<file path="config.mk">
export PLATFORM = sky130hd
export DESIGN_NAME = approx_err_accum
export DESIGN_NICKNAME = d
export VERILOG_FILES = /design/src/rtl/approx_mul_pkg.sv /design/src/rtl/err_dist_calc.sv /design/src/rtl/approx_err_accum.sv
export SDC_FILE = /design/constraint.sdc
export NUM_CORES = 1
export LEC_CHECK = 0
export CAP_MARGIN = 20
export CORE_UTILIZATION = 30
export DETAILED_ROUTE_END_ITERATION = 7
export SYNTH_ARGS = -nofsm -noshare
export SYNTH_HDL_FRONTEND = slang
export SYNTH_SLANG_ARGS = --single-unit
</file>
<file path="constraint.sdc">
create_clock -name clk -period 6.7 [get_ports clk]
set_input_delay 1.675 -clock clk [delete_from_list [all_inputs] [get_ports clk]]
set_output_delay 1.675 -clock clk [all_outputs]
set_load 0.01 [all_outputs]
</file>
<file path="src/rtl/approx_mul_pkg.sv">
// ============================================================================
// Module : approx_mul_pkg
// Brief  : Shared types and defaults for the approximate multiplier and its
//          error-metric accumulator.
// Rev    : 1.0
// ============================================================================
`default_nettype none

package approx_mul_pkg;

  typedef enum logic [1:0] {
    IDLE  = 2'd0,
    RUN   = 2'd1,
    DRAIN = 2'd2,
    DONE  = 2'd3
  } state_e;

  localparam int DEF_W         = 8;
  localparam int DEF_N_SAMPLES = 10000;
  localparam int DEF_CNT_W     = 14;
  localparam int DEF_SUM_W     = 32;

endpackage

`default_nettype wire

</file>
<file path="src/rtl/err_dist_calc.sv">
// ============================================================================
// Module : err_dist_calc
// Brief  : Combinational exact product, signed error distance and |ED|.
// Rev    : 1.0
// ============================================================================
`default_nettype none

module err_dist_calc #(
  parameter int W = 8
) (
  input  logic [W-1:0]        a,
  input  logic [W-1:0]        b,
  input  logic [2*W-1:0]      apprx,
  output logic [2*W-1:0]      exact,
  output logic signed [2*W:0] ed,
  output logic [2*W-1:0]      ed_abs
);

  assign exact = {{W{1'b0}}, a} * {{W{1'b0}}, b};
  assign ed    = $signed({1'b0, exact}) - $signed({1'b0, apprx});

  // |ed| never exceeds 2**(2W)-1, so the low 2W bits of the negation suffice
  assign ed_abs = ed[2*W] ? (~ed[2*W-1:0] + 1'b1) : ed[2*W-1:0];

endmodule

`default_nettype wire

</file>
<file path="src/rtl/approx_err_accum.sv">
// ============================================================================
// Module : approx_err_accum
// Brief  : Two-stage pipe plus accumulators for ER/MED/MRED/MNED statistics.
// Rev    : 1.0
// ============================================================================
`default_nettype none

module approx_err_accum
  import approx_mul_pkg::*;
#(
  parameter int W         = DEF_W,
  parameter int N_SAMPLES = DEF_N_SAMPLES,
  parameter int CNT_W     = DEF_CNT_W,
  parameter int SUM_W     = DEF_SUM_W
) (
  input  logic             clk,
  input  logic             rst_n,
  input  logic             start,
  input  logic             in_valid,
  output logic             in_ready,
  input  logic [W-1:0]     a,
  input  logic [W-1:0]     b,
  input  logic [2*W-1:0]   apprx,
  output logic             busy,
  output logic             done,
  output logic [CNT_W-1:0] err_cnt,
  output logic [CNT_W-1:0] nz_cnt,
  output logic [SUM_W-1:0] sum_ed,
  output logic [SUM_W-1:0] sum_ed_abs,
  output logic [2*W-1:0]   max_ed
);

  localparam logic [CNT_W-1:0] N_LAST = CNT_W'(N_SAMPLES);

  state_e            state_q, state_d;
  logic [CNT_W-1:0]  acc_cnt_q, acc_cnt_d;
  logic              in_ready_q, in_ready_d;
  logic              busy_q, busy_d;
  logic              done_q, done_d;

  logic [W-1:0]      a_q, a_d, b_q, b_d;
  logic [2*W-1:0]    apprx_q, apprx_d;
  logic              v1_q, v1_d;

  logic [2*W-1:0]    exact_w, ed_abs_w;
  logic signed [2*W:0] ed_w;

  logic [2*W-1:0]    exact_q, exact_d, ed_abs_q, ed_abs_d;
  logic signed [2*W:0] ed_q, ed_d;
  logic              v2_q, v2_d;

  logic [CNT_W-1:0]  err_cnt_q, err_cnt_d, nz_cnt_q, nz_cnt_d;
  logic [SUM_W-1:0]  sum_ed_q, sum_ed_d, sum_ed_abs_q, sum_ed_abs_d;
  logic [2*W-1:0]    max_ed_q, max_ed_d;

  logic              accept;

  assign accept = in_valid & in_ready_q;

  err_dist_calc #(.W(W)) u_calc (
    .a      (a_q),
    .b      (b_q),
    .apprx  (apprx_q),
    .exact  (exact_w),
    .ed     (ed_w),
    .ed_abs (ed_abs_w)
  );

  always_comb begin
    state_d      = state_q;
    acc_cnt_d    = acc_cnt_q;
    a_d          = a_q;
    b_d          = b_q;
    apprx_d      = apprx_q;
    v1_d         = accept;
    exact_d      = exact_q;
    ed_d         = ed_q;
    ed_abs_d     = ed_abs_q;
    v2_d         = v1_q;
    err_cnt_d    = err_cnt_q;
    nz_cnt_d     = nz_cnt_q;
    sum_ed_d     = sum_ed_q;
    sum_ed_abs_d = sum_ed_abs_q;
    max_ed_d     = max_ed_q;

    if (accept) begin
      a_d     = a;
      b_d     = b;
      apprx_d = apprx;
    end

    if (v1_q) begin
      exact_d  = exact_w;
      ed_d     = ed_w;
      ed_abs_d = ed_abs_w;
    end

    if (v2_q) begin
      err_cnt_d    = err_cnt_q + {{(CNT_W-1){1'b0}}, (ed_abs_q != '0)};
      nz_cnt_d     = nz_cnt_q + {{(CNT_W-1){1'b0}}, (exact_q != '0)};
      sum_ed_d     = sum_ed_q + {{(SUM_W-2*W-1){ed_q[2*W]}}, ed_q};
      sum_ed_abs_d = sum_ed_abs_q + {{(SUM_W-2*W){1'b0}}, ed_abs_q};
      if (ed_abs_q > max_ed_q) max_ed_d = ed_abs_q;
    end

    case (state_q)
      IDLE: begin
        if (start) begin
          state_d      = RUN;
          acc_cnt_d    = '0;
          err_cnt_d    = '0;
          nz_cnt_d     = '0;
          sum_ed_d     = '0;
          sum_ed_abs_d = '0;
          max_ed_d     = '0;
        end
      end
      RUN: begin
        if (accept) begin
          acc_cnt_d = acc_cnt_q + CNT_W'(1);
          if (acc_cnt_q == N_LAST - CNT_W'(1)) state_d = DRAIN;
        end
      end
      // Exit only once both stages are empty so the last accumulate has landed
      DRAIN:   if (!v1_q && !v2_q) state_d = DONE;
      DONE:    state_d = IDLE;
      default: state_d = IDLE;
    endcase

    in_ready_d = (state_d == RUN) && (acc_cnt_d < N_LAST);
    busy_d     = (state_d == RUN) || (state_d == DRAIN);
    done_d     = (state_d == DONE);
  end

  always_ff @(posedge clk or negedge rst_n) begin
    if (!rst_n) begin
      state_q      <= IDLE;
      acc_cnt_q    <= '0;
      in_ready_q   <= 1'b0;
      busy_q       <= 1'b0;
      done_q       <= 1'b0;
      a_q          <= '0;
      b_q          <= '0;
      apprx_q      <= '0;
      v1_q         <= 1'b0;
      exact_q      <= '0;
      ed_q         <= '0;
      ed_abs_q     <= '0;
      v2_q         <= 1'b0;
      err_cnt_q    <= '0;
      nz_cnt_q     <= '0;
      sum_ed_q     <= '0;
      sum_ed_abs_q <= '0;
      max_ed_q     <= '0;
    end else begin
      state_q      <= state_d;
      acc_cnt_q    <= acc_cnt_d;
      in_ready_q   <= in_ready_d;
      busy_q       <= busy_d;
      done_q       <= done_d;
      a_q          <= a_d;
      b_q          <= b_d;
      apprx_q      <= apprx_d;
      v1_q         <= v1_d;
      exact_q      <= exact_d;
      ed_q         <= ed_d;
      ed_abs_q     <= ed_abs_d;
      v2_q         <= v2_d;
      err_cnt_q    <= err_cnt_d;
      nz_cnt_q     <= nz_cnt_d;
      sum_ed_q     <= sum_ed_d;
      sum_ed_abs_q <= sum_ed_abs_d;
      max_ed_q     <= max_ed_d;
    end
  end

  assign in_ready   = in_ready_q;
  assign busy       = busy_q;
  assign done       = done_q;
  assign err_cnt    = err_cnt_q;
  assign nz_cnt     = nz_cnt_q;
  assign sum_ed     = sum_ed_q;
  assign sum_ed_abs = sum_ed_abs_q;
  assign max_ed     = max_ed_q;

endmodule

`default_nettype wire

</file>
==> results.py <==
metrics = {
    "cts": {
        "clock-sinks": 209,
        "cts_hold_buffers": 0,
        "cts_buffers": 26,
        "htree_num_levels": 1,
        "clock-root-buffer": "clkbuf_16",
        "cts.reportedPaths.clkPinSlew_ns": 0.06,
        "cts_tree": "done",
        "clock_path_buffers": 3,
        "clock_latency_ns": 0.57,
    },
    "status": {
        "outcome": "finished, final reports clean",
    },
    "routing": {
        "dr_total_vias": 11652,
        "drt_iter0_markers": 661,
        "drc_errors": 0,
        "wire_per_inst_um": 16.09,
        "antenna_left": 0,
        "routed_wl_mm": 37.08,
        "vias_per_cell": 5.055,
        "first_pass_iters": 5,
    },
    "synth": {
        "synth_top_cell_area_share_pct": 35.90,
        "yosysMostFrequentCell": "dfrtp_1",
        "netlist_instances": 1534,
        "avgSynthCellArea_um2": 9.497,
        "yosys.area.top_type": "dfrtp_1",
        "synth_area_um2": 14570,
        "syn_nets": 1732,
        "synth.area.top_cells": "dfrtp_1 (36%), ha_1 (11%), fa_1 (5.4%)",
        "synth_commonest_cells": "dfrtp_1 (209), nor2_1 (152), ha_1 (123), nand2_1 (105), inv_1 (103)",
        "synth-seq-area-share_pct": 35.90,
        "ys_async_sr_fraction_pct": 100.0,
        "synth_cell_type_count": 73,
        "ys_warn_count": 0,
        "synth-main-ff-cell": "dfrtp_1",
        "synth_edf_count": 0,
        "synth_seq_cells": 209,
    },
    "job": {
        "max-cap-violations": 0,
    },
    "placed_design": {
        "gp_congestion": 0.8252,
        "place_hpwl_mm": 27.53,
        "post_dp_cell_area_um2": 16710,
        "portBuffers": 146,
    },
    "timing": {
        "tightest_slew_ns": 0.8561,
        "finalMaxSlewViolations": 0,
        "hold_violations": 0,
        "rsz0062_at_grt": "false",
        "max_freq_mhz": 158.9,
        "fin_crit_ns": 6.292,
        "finalSetupTns_ns": 0,
        "fin_crit_sh_pct": 93.91,
        "whs_ns": 0.5087,
        "slew_headroom_pct": 42.86,
        "fin_skew_ns": 0.02502,
        "finalSetupViolations": 0,
    },
    "critical_path": {
        "path_class": "reg2reg",
        "required_ns": 7.10,
        "end_kind": "flip-flop",
        "arrival_ns": 6.70,
        "crit_path_start_kind": "flip-flop",
        "critPathMaxFanout": 9,
    },
    "grt": {
        "busiest_layer": "met2",
        "track_usage_pct": 14.89,
        "met1_usage_pct": 20.18,
        "use_met3_pct": 2.380,
        "overflow": 0,
        "first_global_vias": 11440,
        "gr-usage-met2_pct": 24.51,
        "grt_max_degree": 116,
        "antenna_found_initial": 0,
        "grt_pass1_wl_mm": 60.59,
    },
    "finish": {
        "layout-drive-gt1-share_pct": 8.107,
        "seq_area_um2": 5234,
        "fin_nets": 1868,
        "syn2layout_area_growth_pct": 21.50,
        "antennaDiodeCount": 0,
        "multi_input_area_um2": 8785,
        "final_area_um2": 17700,
        "fill_cells": 4775,
    },
    "die": {
        "die_width_um": 222.4,
        "fp.coreArea_um2": 47850,
        "die-area_um2": 49450,
        "rows": 80,
        "num_io_pins": 147,
        "die_h_um": 222.4,
        "floorplan.initialDensity_pct": 30.45,
    },
    "min_path": {
        "hp-class": "reg2reg",
    },
}
[area by class of cell]
cell class / instances / share of cell area (%)
Multi-Input combinational cell: 1175 / 49.63
Sequential cell: 209 / 29.57
Timing Repair Buffer: 155 / 8.736
Tap cell: 615 / 4.347
Clock buffer: 34 / 4.128
Inverter: 103 / 2.184
Clock inverter: 14 / 1.414
[what timing repair did]
item | 4_1_cts | 5_1_grt
buffers inserted | 0 | 0
endpoints found under the setup margin | 0 | 2
resized for setup | 0 | 3
hold endpoints to repair | 0 | 0
[path summary, 6_finish.rpt]
path,to,start,slack (ns),cells past startpoint
hold / removal,exact_q[6],exact_q[6],0.51,1
setup reg to reg,ed_abs_q[15],a_q[1],0.41,23
max in group asynchronous,v2_q,rst_n,4.47,2
hold reg to reg,exact_q[6],exact_q[6],0.51,1
setup / recovery,ed_abs_q[15],a_q[1],0.41,23
min in group asynchronous,a_q[6],rst_n,1.10,1
[flip-flops by register name (all words and copies together) (netlist names)]
register and cells:
ed_abs_q 15, in_ready 1, max_ed 16, done 1, v1_q 1, busy 1, state_q 2, b_q 8
exact_q 16, sum_ed 32, acc_cnt_q 14, sum_ed_abs 32, err_cnt 14, v2_q 1, a_q 8, ed_q 17
apprx_q 16, nz_cnt 14
[metal layers]
metal / routed length (µm) / share of wire [%]
met1: 17340 / 47
met2: 17100 / 46
met3: 1656 / 4.5
met4: 978 / 2.6
met5: 0 / 0
[kinds of logic after synthesis]
logic type,count (synthesis),synth area share [%]
buffers and inverters,150,3.951
AOI/OAI and AO/OA,316,14.68
adders and majority gates,162,15.92
DFF,209,35.90
and+or+nand+nor,508,17.05
muxes,81,5.960
xor gates and xnor gates,108,6.544
[layout by cell type, fill, tap and decap left out, drive strengths merged, types with 9 or more instances in the layout]
cell type and instances:
a211oi 16, a21o 36, a21oi 90, and2 60, and3 20, buf 10, clkbuf 34, clkdlybuf4s50 145
dfrtp 209, fa 39, ha 123, inv 105, mux2 46, mux2i 35, nand2 105, nand2b 9
nand3 60, nand4 20, nor2 152, nor2b 10, nor3 21, nor4 14, o21a 11, o21ai 75
o31ai 21, or3 18, xnor2 47, xor2 61
[worst max-delay path: stages (launching register included)]
cell      delay, ns
dfrtp_1        0.46
and2_1         0.21
fa_1           0.45
fa_1           0.54
inv_1          0.05
fa_1           0.46
fa_1           0.54
inv_1          0.04
ha_1           0.32
nor2b_1        0.16
o211ai_1       0.16
nand2_1        0.11
a41oi_1        0.27
nor2b_1        0.19
xnor2_1        0.11
ha_1           0.51
and2_1         0.28
nand4_1        0.12
a211o_1        0.24
nand3_1        0.14
xor2_1         0.13
o41ai_2        0.39
xor2_1         0.17
a21oi_1        0.08
[stage by stage]
step	util (%)	setup WS (ns)	cells
6_report	37.00	0.4078	2305
3_3_place_gp	34.92	0.5280	2257
3_5_place_dp	34.92	0.3871	2257
2_1_floorplan	-	0.9189	1534
4_1_cts	36.97	0.3490	2305
5_1_grt	37.00	0.01331	2305
Power is left out: the tool's default activity adds up to more than one toggle a clock period on the data nets, which glitch-free logic cannot reach.
